**src/rtl/clock_period_meter.sv**
```systemverilog
// -----------------------------------------------------------------------------
// clock_period_meter
//
// Measures a slow signal that is asynchronous to the system clock, such as a
// divided clock or a periodic tick. The result is reported in Clock_in cycles.
// Each measurement gives the period between two consecutive rising edges of
// Sig_in and the number of cycles Sig_in was high within that period.
//
// Parameters
//   SYNC_STAGES    : flip-flop stages in the Sig_in synchronizer (>= 2)
//   TIMEOUT_CYCLES : cycles without a rising edge before Timeout is raised
//   W              : counter / result width, $clog2(TIMEOUT_CYCLES+1)
//
// Ports
//   Clock_in  in   system clock, rising-edge
//   nReset    in   asynchronous active-low reset
//   Enable    in   1 = measure, 0 = return to IDLE and clear Timeout
//   Sig_in    in   measured signal (asynchronous)
//   Period    out  cycles between the last two rising edges of Sig_in
//   High_time out  cycles Sig_in was high within that period
//   Valid     out  one-cycle pulse when Period / High_time update
//   Timeout   out  sticky: no rising edge within TIMEOUT_CYCLES
//   Busy      out  state is not IDLE
// -----------------------------------------------------------------------------
module clock_period_meter #(
  parameter int unsigned SYNC_STAGES    = 2,
  parameter int unsigned TIMEOUT_CYCLES = 50_000_000,
  localparam int unsigned W             = $clog2(TIMEOUT_CYCLES + 1)
) (
  input  logic         Clock_in,
  input  logic         nReset,
  input  logic         Enable,
  input  logic         Sig_in,
  output logic [W-1:0] Period,
  output logic [W-1:0] High_time,
  output logic         Valid,
  output logic         Timeout,
  output logic         Busy
);

  typedef enum logic [1:0] {
    IDLE    = 2'd0,
    ARM     = 2'd1,
    MEASURE = 2'd2
  } state_t;

  localparam logic [W-1:0] CNT_LAST = W'(TIMEOUT_CYCLES - 1);
  localparam logic [W-1:0] CNT_ONE  = W'(1);

  state_t                 state_q, state_d;
  logic [SYNC_STAGES-1:0] sync_q, sync_d;
  logic                   s_dly_q, s_dly_d;
  logic [W-1:0]           cntr_q, cntr_d;
  logic [W-1:0]           hcnt_q, hcnt_d;
  logic [W-1:0]           period_q, period_d;
  logic [W-1:0]           high_q, high_d;
  logic                   valid_q, valid_d;
  logic                   timeout_q, timeout_d;
  logic                   busy_q, busy_d;

  logic                   s;
  logic                   rise;

  // Synchronizer and edge detector. The chain runs regardless of Enable so
  // that re-enabling never sees a stale level.
  always_comb begin
    sync_d  = {sync_q[SYNC_STAGES-2:0], Sig_in};
    s       = sync_q[SYNC_STAGES-1];
    s_dly_d = s;
    rise    = s & ~s_dly_q;
  end

  // Next-state and datapath. A rise in MEASURE takes priority over the
  // timeout check, so a period of exactly TIMEOUT_CYCLES is still reported.
  always_comb begin
    state_d   = state_q;
    cntr_d    = cntr_q;
    hcnt_d    = hcnt_q;
    period_d  = period_q;
    high_d    = high_q;
    valid_d   = 1'b0;
    timeout_d = timeout_q;

    if (!Enable) begin
      state_d   = IDLE;
      cntr_d    = '0;
      hcnt_d    = '0;
      timeout_d = 1'b0;
    end else begin
      unique case (state_q)
        IDLE: begin
          state_d = ARM;
        end

        ARM: begin
          // First rise only starts the count; nothing to report yet.
          if (rise) begin
            cntr_d  = '0;
            hcnt_d  = CNT_ONE;
            state_d = MEASURE;
          end
        end

        MEASURE: begin
          if (rise) begin
            period_d  = cntr_q + CNT_ONE;
            high_d    = hcnt_q;
            valid_d   = 1'b1;
            timeout_d = 1'b0;
            cntr_d    = '0;
            // The rise cycle itself has s high, so the new high count starts at 1.
            hcnt_d    = CNT_ONE;
          end else if (cntr_q == CNT_LAST) begin
            timeout_d = 1'b1;
            state_d   = ARM;
            cntr_d    = '0;
            hcnt_d    = '0;
          end else begin
            cntr_d = cntr_q + CNT_ONE;
            hcnt_d = hcnt_q + W'(s);
          end
        end

        default: begin
          state_d = IDLE;
        end
      endcase
    end

    busy_d = (state_d != IDLE);
  end

  always_ff @(posedge Clock_in or negedge nReset) begin
    if (!nReset) begin
      state_q   <= IDLE;
      sync_q    <= '0;
      s_dly_q   <= 1'b0;
      cntr_q    <= '0;
      hcnt_q    <= '0;
      period_q  <= '0;
      high_q    <= '0;
      valid_q   <= 1'b0;
      timeout_q <= 1'b0;
      busy_q    <= 1'b0;
    end else begin
      state_q   <= state_d;
      sync_q    <= sync_d;
      s_dly_q   <= s_dly_d;
      cntr_q    <= cntr_d;
      hcnt_q    <= hcnt_d;
      period_q  <= period_d;
      high_q    <= high_d;
      valid_q   <= valid_d;
      timeout_q <= timeout_d;
      busy_q    <= busy_d;
    end
  end

  assign Period    = period_q;
  assign High_time = high_q;
  assign Valid     = valid_q;
  assign Timeout   = timeout_q;
  assign Busy      = busy_q;

endmodule

```
**config.mk**
```make
export PLATFORM = sky130hd
export DESIGN_NAME = clock_period_meter
export DESIGN_NICKNAME = d
export VERILOG_FILES = /design/src/rtl/clock_period_meter.sv
export SDC_FILE = /design/constraint.sdc
export NUM_CORES = 1
export LEC_CHECK = 0
export CELL_PAD_IN_SITES_DETAIL_PLACEMENT = 1
export CELL_PAD_IN_SITES_GLOBAL_PLACEMENT = 2
export CORE_MARGIN = 10
export CORE_UTILIZATION = 36
export DETAILED_ROUTE_END_ITERATION = 7
export PLACE_DENSITY_LB_ADDON = 0.05
export SLEW_MARGIN = 20
export SYNTH_ARGS = -nofsm -noshare
export SYNTH_HDL_FRONTEND = slang
export SYNTH_SLANG_ARGS = --single-unit
export TNS_END_PERCENT = 30
```
**constraint.sdc**
```tcl
create_clock -name Clock_in -period 2.2 [get_ports Clock_in]
set_input_delay 0.44 -clock Clock_in [delete_from_list [all_inputs] [get_ports Clock_in]]
set_output_delay 0.44 -clock Clock_in [all_outputs]
set_load 0.03 [all_outputs]
```
==> impl_metrics.xml <==
<?xml version="1.0" encoding="UTF-8"?>
<metrics>
  <group name="critical_path">
    <metric name="timing.critical_path.required" unit="ns">2.47</metric>
    <metric name="timing.rr.end" unit="">cntr_q[18]$_DFFE_PN0P_</metric>
    <metric name="ff2ff_path_depth" unit="">7</metric>
    <metric name="start_kind" unit="">register</metric>
    <metric name="critical_path.endpoint_type" unit="">register</metric>
    <metric name="critical_path_class" unit="">register to register</metric>
    <metric name="reg2reg_slack" unit="ns">0.16</metric>
    <metric name="worst_ep_arrival_time" unit="ns">2.31</metric>
    <metric name="r2r-start" unit="">cntr_q[0]$_DFFE_PN0P_</metric>
    <metric name="crit_fanout" unit="">48</metric>
  </group>
  <group name="placement">
    <metric name="gp_congestion" unit="">0.814</metric>
    <metric name="port-buffer-count" unit="">58</metric>
    <metric name="hpwl" unit="um">9670</metric>
    <metric name="dp.cells" unit="">774</metric>
    <metric name="post_dp_cell_area" unit="um^2">6340</metric>
  </group>
  <group name="cells_and_area">
    <metric name="finalInstanceArea" unit="um^2">6620</metric>
    <metric name="num_antenna_cells" unit="">0</metric>
    <metric name="drive_gt1_share" unit="%">13.4</metric>
    <metric name="stdcell_count" unit="">789</metric>
    <metric name="final_nets" unit="">608</metric>
    <metric name="layout-area-overhead-vs-synth" unit="%">24.2</metric>
  </group>
  <group name="clock_tree">
    <metric name="cts_max_level" unit="">3</metric>
    <metric name="insertion_delay" unit="ns">0.36</metric>
    <metric name="tritoncts_clock_tree" unit="">done</metric>
    <metric name="tritoncts_num_sinks" unit="">112</metric>
    <metric name="clock_path_buffers" unit="">2</metric>
    <metric name="clkSlewWorstSetupHoldPaths" unit="ns">0.07</metric>
    <metric name="clock-root-buffer" unit="">sky130_fd_sc_hd__clkbuf_16</metric>
    <metric name="cts_made_buffers" unit="">9</metric>
  </group>
  <group name="pwr">
    <metric name="power.density" unit="nW/um^2">583</metric>
    <metric name="design_power_total" unit="W">0.00386</metric>
    <metric name="power.ir.vdd_worst" unit="mV">0.391</metric>
    <metric name="cellLeakagePower" unit="nW">2.78</metric>
  </group>
  <group name="status">
    <metric name="outcome" unit="">completed</metric>
  </group>
  <group name="global_routing">
    <metric name="grt_start_max_net_pins" unit="">50</metric>
    <metric name="first_global_vias" unit="">4506</metric>
    <metric name="gr-usage-all-layers" unit="%">14.2</metric>
    <metric name="grt-ovfl-total" unit="">0</metric>
    <metric name="wire_length_of_the_first_global_routing_pass" unit="um">23400</metric>
    <metric name="antenna_found_initial" unit="">0</metric>
  </group>
  <group name="logic_synthesis">
    <metric name="main_synth_ff_type" unit="">sky130_fd_sc_hd__dfrtp_1</metric>
    <metric name="post_synth_most_frequent_cells" unit="">sky130_fd_sc_hd__dfrtp_1, sky130_fd_sc_hd__nand2_1, sky130_fd_sc_hd__a31oi_1, sky130_fd_sc_hd__o21ai_0, sky130_fd_sc_hd__a21oi_1</metric>
    <metric name="yosysUniqueCellTypes" unit="">48</metric>
    <metric name="async_reset_ff_share" unit="%">100</metric>
    <metric name="synth_area_leader_cell" unit="">sky130_fd_sc_hd__dfrtp_1</metric>
    <metric name="yosys.area.top_type_share" unit="%">52.6</metric>
    <metric name="synth.most_common_cell" unit="">sky130_fd_sc_hd__dfrtp_1</metric>
    <metric name="number_of_enable_type_register_cells_in_the_synthesized_netlist" unit="">0</metric>
    <metric name="synth-seq-area-share" unit="%">52.6</metric>
    <metric name="synth_cell_area" unit="um^2">5330</metric>
    <metric name="synth.net_count" unit="">541</metric>
    <metric name="netlist_top_cells_area" unit="">sky130_fd_sc_hd__dfrtp_1, sky130_fd_sc_hd__a31oi_1, sky130_fd_sc_hd__nand2_1</metric>
    <metric name="synthesis.area_per_instance" unit="um^2">9.97</metric>
    <metric name="ys_seq_elements" unit="">112</metric>
    <metric name="synthesis.instances" unit="">534</metric>
    <metric name="synthesis.yosys.warnings" unit="">0</metric>
  </group>
  <group name="route">
    <metric name="wl_per_cell" unit="um">17.7</metric>
    <metric name="routed_wl" unit="um">14000</metric>
    <metric name="drt-pass1-iter-count" unit="">4</metric>
    <metric name="detail-route-antenna-nets" unit="">0</metric>
    <metric name="vias" unit="">4301</metric>
    <metric name="drt-initial-drc-count" unit="">205</metric>
    <metric name="per_cell_via_count_in_the_routed_design" unit="">5.45</metric>
    <metric name="detail_route.drc_violations" unit="">0</metric>
  </group>
  <group name="sta">
    <metric name="timing.clock.skew" unit="ns">0.00523</metric>
    <metric name="timing.final.crit_period" unit="ns">2.04</metric>
    <metric name="maximum_operating_frequency" unit="MHz">491</metric>
    <metric name="unrepaired_setup_endpoints_after_global_routing" unit="">no</metric>
    <metric name="final_max_slew_viol_count" unit="">0</metric>
    <metric name="tightestPinTransition" unit="ns">0.580</metric>
    <metric name="setup_viol_count_final" unit="">0</metric>
    <metric name="final_worst_hold_slack" unit="ns">0.0705</metric>
    <metric name="timing.final.hold_violations" unit="">0</metric>
    <metric name="slew_headroom" unit="%">61.3</metric>
    <metric name="final_min_period_over_clock_period" unit="%">92.6</metric>
    <metric name="tns" unit="ns">0</metric>
  </group>
  <group name="floorplanning">
    <metric name="floorplan.die_area" unit="um^2">20100</metric>
    <metric name="boundaryPins" unit="">59</metric>
    <metric name="placement_rows" unit="">44</metric>
    <metric name="core_area" unit="um^2">14500</metric>
    <metric name="die_width" unit="um">142</metric>
    <metric name="die_h" unit="um">142</metric>
    <metric name="initial_core_util" unit="%">36.6</metric>
  </group>
  <group name="worst_hold_path">
    <metric name="worst_hold_path_type" unit="">input port to asynchronous set/reset pin</metric>
  </group>
  <group name="job">
    <metric name="drv.max_cap_violation_count" unit="">0</metric>
  </group>
</metrics>
stage by stage:
stage          setup slack [ns]  util, %
5_1_grt                  0.0137     45.5
4_1_cts                   0.129     45.5
3_3_place_gp             0.0652     43.6
2_1_floorplan             0.251        -
6_report                  0.162     45.5
3_5_place_dp             0.0293     43.6
critical path, stage by stage, from the launching register on:
cell                       delay, ns
sky130_fd_sc_hd__dfrtp_1        0.43
sky130_fd_sc_hd__ha_1           0.26
sky130_fd_sc_hd__nor4bb_1       0.13
sky130_fd_sc_hd__and4_2         0.29
sky130_fd_sc_hd__a21boi_4       0.24
sky130_fd_sc_hd__buf_12         0.26
sky130_fd_sc_hd__a41oi_1        0.14
sky130_fd_sc_hd__a31oi_1        0.18
kinds of logic (layout without fill, tap and decap cells):
kind of cell / count (synthesis) / after routing / synth area share (%)
simple gates: 184 / 184 / 18.1
buf+inv: 41 / 112 / 3.22
xor+xnor: 24 / 24 / 3.95
mux: 26 / 26 / 5.43
fa+ha+maj: 3 / 3 / 0.705
compound gates: 144 / 144 / 16.0
flops: 112 / 112 / 52.6
layout make-up:
class                   instances  area, um^2
flip-flops and latches        112        2800
fillers                      1652        7920
well taps                     184         230
clock inverters                 3        17.5
multi-input cells             381        2370
repair buffers                 90         918
inverters                       7        26.3
clock buffers                  12         256
layer usage:
metal / track usage (%) / vias to the layer above / share of wire [%]
met3: 3.44 / 18 / 3.3
met1: 16.8 / 2167 / 44
met5: 0 / - / 0
li1: - / 2064 / -
met4: 5.11 / 0 / 1.7
met2: 24.3 / 52 / 51
how the worst max path moves through the flow:
stage               cells after the start  slack, ns                     end             startpoint
floorplan                               8       0.25  cntr_q[21]$_DFFE_PN0P_  cntr_q[0]$_DFFE_PN0P_
global placement                        7       0.07  hcnt_q[10]$_DFFE_PN0P_                 Enable
detailed placement                      7       0.03  cntr_q[23]$_DFFE_PN0P_                 Enable
CTS                                     7       0.13   hcnt_q[7]$_DFFE_PN0P_  cntr_q[0]$_DFFE_PN0P_
global route                            7       0.01  hcnt_q[19]$_DFFE_PN0P_  cntr_q[0]$_DFFE_PN0P_
finish                                  7       0.16  cntr_q[18]$_DFFE_PN0P_  cntr_q[0]$_DFFE_PN0P_
sequential cells by signal, summed over array words and instances (netlist names):
name	count
High_time	26
Period	26
cntr_q	26
hcnt_q	26
state_q	2
sync_q	2
Busy	1
Timeout	1
Valid	1
s_dly_q	1
where the power goes:
group	leakage (nW)	switching (W)	internal, W	total (W)
combinational	1.09	0.000133	0.0000682	0.000202
sequential	1.55	0.0000129	0.00207	0.00209
clock	0.134	0.000751	0.000822	0.00157
layout by cell type, fill, tap and decap left out, types with 2 or more instances in the layout:
| master | netlist | layout |
|---|---|---|
| sky130_fd_sc_hd__dfrtp_1 | 112 | 112 |
| sky130_fd_sc_hd__nor2b_1 | 2 | 2 |
| sky130_fd_sc_hd__a31oi_1 | 45 | 45 |
| sky130_fd_sc_hd__clkdlybuf4s50_1 | 0 | 57 |
| sky130_fd_sc_hd__xnor2_1 | 18 | 18 |
| sky130_fd_sc_hd__ha_1 | 3 | 3 |
| sky130_fd_sc_hd__a41oi_1 | 6 | 6 |
| sky130_fd_sc_hd__mux2_2 | 23 | 23 |
| sky130_fd_sc_hd__nor2_1 | 12 | 12 |
| sky130_fd_sc_hd__nand4_1 | 12 | 12 |
| sky130_fd_sc_hd__nand3_2 | 2 | 3 |
| sky130_fd_sc_hd__xor2_1 | 6 | 6 |
| sky130_fd_sc_hd__clkbuf_16 | 0 | 9 |
| sky130_fd_sc_hd__and2_1 | 3 | 3 |
| sky130_fd_sc_hd__or3_1 | 2 | 2 |
| sky130_fd_sc_hd__mux2i_1 | 3 | 3 |
| sky130_fd_sc_hd__a21oi_1 | 36 | 36 |
| sky130_fd_sc_hd__inv_1 | 7 | 7 |
| sky130_fd_sc_hd__nor3_1 | 9 | 9 |
| sky130_fd_sc_hd__nand2b_1 | 15 | 15 |
| sky130_fd_sc_hd__a21o_1 | 3 | 3 |
| sky130_fd_sc_hd__nor4_1 | 3 | 3 |
| sky130_fd_sc_hd__o21ai_0 | 40 | 40 |
| sky130_fd_sc_hd__nand3b_1 | 3 | 3 |
| sky130_fd_sc_hd__nand3_1 | 20 | 19 |
| sky130_fd_sc_hd__nand2_1 | 73 | 73 |
| sky130_fd_sc_hd__and4_1 | 3 | 2 |
| sky130_fd_sc_hd__nor4_2 | 2 | 2 |
| sky130_fd_sc_hd__o21ai_1 | 2 | 2 |
| sky130_fd_sc_hd__buf_4 | 1 | 25 |
| sky130_fd_sc_hd__clkinv_2 | 0 | 2 |
| sky130_fd_sc_hd__clkbuf_8 | 0 | 2 |
| sky130_fd_sc_hd__buf_12 | 0 | 8 |
| sky130_fd_sc_hd__and3_1 | 17 | 17 |
| sky130_fd_sc_hd__a22o_1 | 4 | 4 |
repair_timing:
| action | CTS | global route |
|---|---|---|
| hold buffers | 0 | 0 |
| setup endpoints to repair | 0 | 2 |
| resized for setup | 0 | 1 |
| setup buffers | 0 | 0 |
(Power assumes the default switching activity.)
